==> config.mk <==
export PLATFORM = sky130hd
export DESIGN_NAME = regfile_mp
export DESIGN_NICKNAME = d
export VERILOG_FILES = /design/src/rtl/regfile_mp.sv
export SDC_FILE = /design/constraint.sdc
export NUM_CORES = 2
export LEC_CHECK = 0
export ABC_CLOCK_PERIOD_IN_PS = 2200
export BUFFER_PORTS_ARGS = -buffer_cell sky130_fd_sc_hd__buf_2
export CORE_MARGIN = 2
export CORE_UTILIZATION = 52
export CTS_CLUSTER_SIZE = 24
export DETAILED_ROUTE_END_ITERATION = 8
export GPL_ROUTABILITY_DRIVEN = 0
export PLACE_DENSITY = 0.69
export SKIP_CTS_REPAIR_TIMING = 1
export SLEW_MARGIN = 20
export SYNTH_ARGS = -nofsm -noshare
export SYNTH_HDL_FRONTEND = slang
export SYNTH_SLANG_ARGS = --single-unit
==> constraint.sdc <==
create_clock -name clk -period 2.2 [get_ports clk]
set_input_delay 0.22 -clock clk [delete_from_list [all_inputs] [get_ports clk]]
set_output_delay 0.22 -clock clk [all_outputs]
set_load 0.01 [all_outputs]
==> src/rtl/regfile_mp.sv <==
// Multi-port integer register file for the decode stage.
// Two priority write ports, optional bypass, and a busy scoreboard.
module regfile_mp #(
  parameter int XLEN     = 32,
  parameter int NREGS    = 32,
  parameter int NRD      = 2,
  parameter int BYPASS   = 1,
  parameter int INIT_IDX = 9,
  parameter int INIT_VAL = 412,
  localparam int AW      = $clog2(NREGS)
) (
  input  logic                clk,
  input  logic                rst,
  input  logic [NRD*AW-1:0]   rd_addr,
  output logic [NRD*XLEN-1:0] rd_data,
  output logic [NRD-1:0]      rd_busy,
  input  logic                wa_we,
  input  logic [AW-1:0]       wa_addr,
  input  logic [XLEN-1:0]     wa_data,
  input  logic                wb_we,
  input  logic [AW-1:0]       wb_addr,
  input  logic [XLEN-1:0]     wb_data,
  input  logic                sb_set,
  input  logic [AW-1:0]       sb_addr
);

  localparam logic [AW-1:0]   INIT_A = AW'(INIT_IDX);
  localparam logic [XLEN-1:0] INIT_V = XLEN'(INIT_VAL);

  logic [XLEN-1:0] regs_q [NREGS];
  logic [XLEN-1:0] regs_d [NREGS];
  logic [NREGS-1:0] busy_q;
  logic [NREGS-1:0] busy_d;

  logic wa_ok;
  logic wb_ok;
  logic sb_ok;

  assign wa_ok = wa_we && (wa_addr != '0);
  assign wb_ok = wb_we && (wb_addr != '0);
  assign sb_ok = sb_set && (sb_addr != '0);

  // Port B is applied after A so it wins a same-address collision;
  // sb_set comes last because a freshly issued producer outranks the write.
  always_comb begin
    regs_d = regs_q;
    busy_d = busy_q;
    if (wa_ok) begin
      regs_d[wa_addr] = wa_data;
      busy_d[wa_addr] = 1'b0;
    end
    if (wb_ok) begin
      regs_d[wb_addr] = wb_data;
      busy_d[wb_addr] = 1'b0;
    end
    if (sb_ok) begin
      busy_d[sb_addr] = 1'b1;
    end
    if (rst) begin
      regs_d = '{default: '0};
      regs_d[INIT_A] = INIT_V;
      busy_d = '0;
    end
  end

  always_ff @(posedge clk) begin
    regs_q <= regs_d;
    busy_q <= busy_d;
  end

  always_comb begin
    logic [AW-1:0]   a;
    logic [XLEN-1:0] d;
    logic            b;
    rd_data = '0;
    rd_busy = '0;
    a = '0;
    d = '0;
    b = 1'b0;
    for (int i = 0; i < NRD; i++) begin
      a = rd_addr[i*AW +: AW];
      d = regs_q[a];
      b = busy_q[a];
      if (BYPASS != 0) begin
        if (wa_ok && (wa_addr == a)) begin
          d = wa_data;
          b = 1'b0;
        end
        if (wb_ok && (wb_addr == a)) begin
          d = wb_data;
          b = 1'b0;
        end
      end
      if ((a == '0) || rst) begin
        d = '0;
        b = 1'b0;
      end
      rd_data[i*XLEN +: XLEN] = d;
      rd_busy[i] = b;
    end
  end

endmodule

### Word-level counts from Yosys, hierarchy flattened

Index checks and enable logic that the tools add are counted.

* bits in latches: 0
* logic and storage cells: 118
* register bits: 1056
* memories: 0
* ROM bits: 0
* output and inout port bits: 66
* RAM bits: 0
* input bits: 94

* eq/ne operators: 4
* $lt $le $gt $ge: 14
* divide/modulo/power cells: 0
* multiply operators: 0
* reduce and logical (&&, ||, !) cells: 19
* bitwise gates (word level): 9
* mux-type cells: 39
* shift operators: 0
* add/sub/neg operators: 0

Operators by type and width (count)
* 1024-bit bitwise mux: 2
* 1024-bit 2-to-1 mux: 2
* 32-bit 2-to-1 mux: 15
* 32-bit binary-select mux with 5-bit select: 2
* 32-bit demux with 5-bit select: 2
* 32-bit AND: 2
* 32-bit inverter: 2
* 32-bit bitwise OR: 1
* 5-bit by 6-bit less-than comparator with 1-bit output, second input constant: 5
* 6-bit greater-or-equal comparator, second input constant: 4
* 5-bit inverter with 6-bit output: 4
* 5-bit equality test: 4
* 1-bit demux with 5-bit select: 3
* 5-bit by 1-bit greater-or-equal comparator with 1-bit output, second input constant: 3
* 5-bit nonzero test: 3
* 1-bit logical AND: 12
* 6-bit by 1-bit less-than comparator with 1-bit output, second input constant: 2
* 1-bit 2-to-1 mux: 11
* 1-bit binary-select mux with 5-bit select: 2
* 5-bit logical NOT: 2
* 1-bit logical OR: 2

### Logic depth before layout (Yosys ltp)

* depth in word-level cells: 11
* depth in mapped cells: 10
* depth with buffers taken out: 6

### Least setup slack after synthesis

No wires, ideal clock.

* kind: input port to output port
* from: in rd_addr[6]
* to: out rd_data[38]
* data arrival time: 1.851 ns
* path slack: 0.129 ns
* path buffers: 3
* cell stages on the path: 8
* required time: 1.980 ns
* path through: buf_2 -> buf_4 -> buf_2 -> mux4_2 -> nand2_1 -> a21oi_1 -> nor4_1 -> o21ai_1

* word-level cells in the longest chain between the ends: 7
* elaborated cells between the ends (all ways): 13
* those cells by class: 2 x eq/ne; 6 x mux; 1 x bitwise; 4 x reduce/logical

Ends and longest elaborated chain
* start: declaration: RTL line 14 `input logic [NRD*AW-1:0] rd_addr,`
* 5-bit inverter with 6-bit output (implied by the code): RTL line 82 `d = regs_q[a];`
* 32-bit binary-select mux with 5-bit select: RTL line 82
* 32-bit 2-to-1 mux (implied by the code) (2 in a row): RTL line 82
* 32-bit 2-to-1 mux: RTL line 85 `if (wa_ok && (wa_addr == a)) begin`
* 32-bit 2-to-1 mux: RTL line 89 `if (wb_ok && (wb_addr == a)) begin`
* 32-bit 2-to-1 mux (*): RTL line 94 `if ((a == '0) || rst) begin`
* end: declaration: RTL line 15 `output logic [NRD*XLEN-1:0] rd_data,`

Mark *: on every way between the ends. The rest lies on a longest branch, timed or not. The select of a mux whose other input is x is not followed.

### Worst setup path in the final report

* from: reg regs_q[823] (netlist name)
* to: out rd_data[23]

* word-level cells in the longest chain between the ends: 6

Ends and longest elaborated chain
* start: declaration: RTL line 30 `logic [XLEN-1:0] regs_q [NREGS];`
* start signal: assignment: RTL line 67 `regs_q <= regs_d;`
* 32-bit binary-select mux with 5-bit select: RTL line 82
* 32-bit 2-to-1 mux (implied by the code) (2 in a row): RTL line 82
* 32-bit 2-to-1 mux: RTL line 85
* 32-bit 2-to-1 mux: RTL line 89
* 32-bit 2-to-1 mux: RTL line 94

Every way passes these cells. The select of a mux whose other input is x is not followed.

==> flow_summary.yaml <==
layout:
  nets: 7790
  regArea_mm2: 0.02134
  fillers: 10070
  fin_util_pct: 63.36
  multi_input_area_mm2: 0.04237
  syn2layout_area_growth_pct: 21.29
  drive_above_1_share_pct: 24.14
drt:
  viasPerCell: 7.142
  routed_wirelength_um: 280900
  num_vias: 67420
  ant_nets: 0
  wl_per_cell_um: 29.76
  drt-pass1-iter-count: 9
  drt_iter0_drc: 10900
  route.detailed.drc: 0
critical_path:
  worstPathCellList: "mux4_2, nand2_1, a21oi_2, a31oi_4, and3_4, o21ai_1, buf_4, buf_6"
  timing.rr.start: "regs_q[727]"
  worstSetupEndpointType: "output port"
  worstSetupEndpoint: "rd_data[23]"
  worst-path-buf-inv: 2
  crit_fanout: 3
  cp-start-kind: "flop"
  path_delay_family: "multiplexers"
  max_stage_delay_ps: 460
  timing_worst_setup_path_type: "flop to output port"
  r2r-end: "regs_q[727]"
  worst-path-stages: 8
  cp.required_ps: 1980
  crit_slowest_cell: "mux4_2"
  cp_data_arrival_time_ps: 2560
  critPathLaunch: "regs_q[823]"
  ff2ff_path_depth: 3
  r2r_slack_ps: 830
die:
  ioPinCount: 160
  die_area_mm2: 0.1287
  fp.coreArea_mm2: 0.1252
  dieWidth_um: 358.7
  rows: 130
  die_y_um: 358.7
  initial_core_util_pct: 52.24
timing:
  rsz0062_at_grt: "yes"
  worst_slack_ps: -580.4
  whs_ps: -67.27
  fmax_ghz: 0.3597
  hold_violations: 6
  period_share_pct: 126.4
  drv_slew: 0
  worst_slew_pin_slew_ps: 1121
  slew_headroom_pct: 25.30
  fin_crit_ps: 2780
  setup_violations: 66
  clock_skew_ps: 0
synth:
  synth_nets: 7763
  ys.flop_type: "dfxtp_1"
  ys_async_sr_fraction_pct: 0
  synth_top_area_share_pct: 32.31
  synth_warnings: 0
  synthTopCellsByCount: "1361 x mux2i_1, 1092 x nor2_1, 1056 x dfxtp_1"
  yosys.area.top_type: "dfxtp_1"
  postSynthCellCount: 7669
  synth_area_mm2: 0.06543
  synth.distinct_cells: 61
  synth-edff-count: 0
  avgSynthCellArea_um2: 8.531
  ys_seq_area_share_pct: 32.31
  synthTopCellsByArea: "dfxtp_1 32%, mux2i_1 21%, a211oi_1 9.3%"
  yosys.cell_count.top_type: "mux2i_1"
  ys_ff_latch: 1056
global_routing:
  grt_pass1_vias: 62800
  antenna_found_initial: 9
  busiest_layer: "met2"
  gr-usage-all-layers_pct: 40.99
  gr-usage-met3_pct: 11.49
  grt_max_degree: 185
  grt_pass1_wl_um: 400300
  met2_usage_pct: 59.40
  grt_use_met1_pct: 53.20
  grt_overflow: 0
clocking:
  path_clk_slew_ps: 70
  numCtsBuffers: 113
  ctsHtreeMaxLevel: 3
  worst_skew_pair.late_latency_ps: 740
  ctsLongestPathBuffers: 3
  cts.sink_count: 1056
  root_buffer: "clkbuf_16"
  cts_tree: "built"
pwr:
  ir_drop_v: 0.0005860
  p_per_area_mw_per_mm2: 588.2
  switching_power_uw: 12960
  switching_share_pct: 27.78
  pwr-share-clk_pct: 43.7
  p_leak_uw: 0.02932
  power_uw: 46670
  p_int_uw: 33710
  p_seq_share_pct: 42.4
  comb_power_share_pct: 13.9
place:
  port_buffers: 159
  dp_hpwl_um: 174100
status:
  violations: "negative hold slack, negative setup slack"
  status: "complete, but fails checks"
worst_hold_path:
  hold_class: "primary input to flop"
run:
  cap_violations: 0
[cell type report]
| class | instances | area share, % |
|---|---|---|
| flip-flops and latches | 1056 | 26.89 |
| multi-input cells | 5584 | 53.40 |
| inverters | 3 | 0.01419 |
| well taps | 1650 | 2.602 |
| clock buffers | 163 | 4.134 |
| diodes | 7 | 0.02207 |
| repair buffers | 938 | 12.26 |
| clock inverters | 39 | 0.6859 |
[layer usage]
layer | up-vias | share of wire [%]
met5 | - | 0.020
met4 | 8 | 7.8
met3 | 1323 | 14
met2 | 5627 | 41
met1 | 32240 | 37
li1 | 28230 | -
[layout by cell type (no fill, tap or decap), types with 15 or more instances in the layout]
master	netlist	routed
mux2i_1	1361	1348
nor2_1	1092	1084
dfxtp_1	1056	900
a211oi_1	810	810
nand2_1	663	538
buf_4	72	518
a311oi_1	238	238
o22ai_1	220	208
buf_12	0	203
mux4_2	158	158
dfxtp_2	0	156
nand3_1	153	145
nor2b_1	135	128
clkbuf_16	0	125
buf_2	175	125
nand2_2	2	124
a21oi_1	140	90
o21ai_0	97	82
buf_6	8	53
nor4_2	0	49
o21ai_1	63	46
nor4_1	95	34
a22oi_1	34	34
mux2_2	31	31
a22o_1	31	31
and3_4	0	28
clkbuf_1	708	28
a21oi_4	0	26
and3_1	61	26
dlygate4sd3_1	0	25
a31oi_4	0	24
a21oi_2	0	24
a2111oi_2	0	24
clkinv_2	0	19
clkbuf_8	0	18
o21ai_4	0	17
xor2_1	17	16
o21ai_2	0	15
[cells by family after synthesis]
logic type / after synthesis / synth area share [%]
buffers and inverters: 1029 / 6.758
DFF: 1056 / 32.31
and+or+nand+nor: 2296 / 15.19
AOI/OAI and AO/OA: 1718 / 18.68
muxes: 1550 / 26.79
xor gates and xnor gates: 20 / 0.2677
[power by group through the flow]
stage / logic, uW / clock network [uW] / registers, uW
after CTS: 5770 / 20300 / 19800
final: 6500 / 20400 / 19800
after floorplan: 3350 / 0 / 20100
after global placement: 5680 / 0 / 20200
after global routing: 6620 / 21000 / 19800
after detailed placement: 5750 / 0 / 20200
[stage by stage]
step	hold slack, ps	area [um2]	instances	setup WS [ps]	setup TNS, ps
6_report	-67.27	79350	9440	-580.4	-27600
5_1_grt	6.238	79340	9435	-589.6	-29700
4_1_cts	-233.0	76270	9414	-1121	-39100
3_5_place_dp	467.8	72440	9212	-896.1	-25290
3_3_place_gp	463.4	72440	9212	-910.9	-25120
2_1_floorplan	367.5	65430	7669	128.9	0
[sequential cells by signal, summed over array words and instances, names as in the netlist]
| name | cells |
|---|---|
| busy_q | 32 |
| regs_q | 1024 |
[worst min-delay path: stages]
cell and delay, ps:
buf_2 150, nand2_1 70, nor2_1 70, nand2_1 70, a21oi_1 50
[how the worst min path moves through the flow]
stage                   endpoint  cells after the start    startpoint
global placement       busy_q[0]                      1     busy_q[0]
finish                busy_q[13]                      5    sb_addr[2]
detailed placement  regs_q[1013]                      1  regs_q[1013]
CTS                    busy_q[7]                      3    sb_addr[0]
floorplan              busy_q[7]                      2    sb_addr[0]
global route         regs_q[108]                      3   wa_data[12]
No activity file was read; power rests on OpenSTA's default activity.
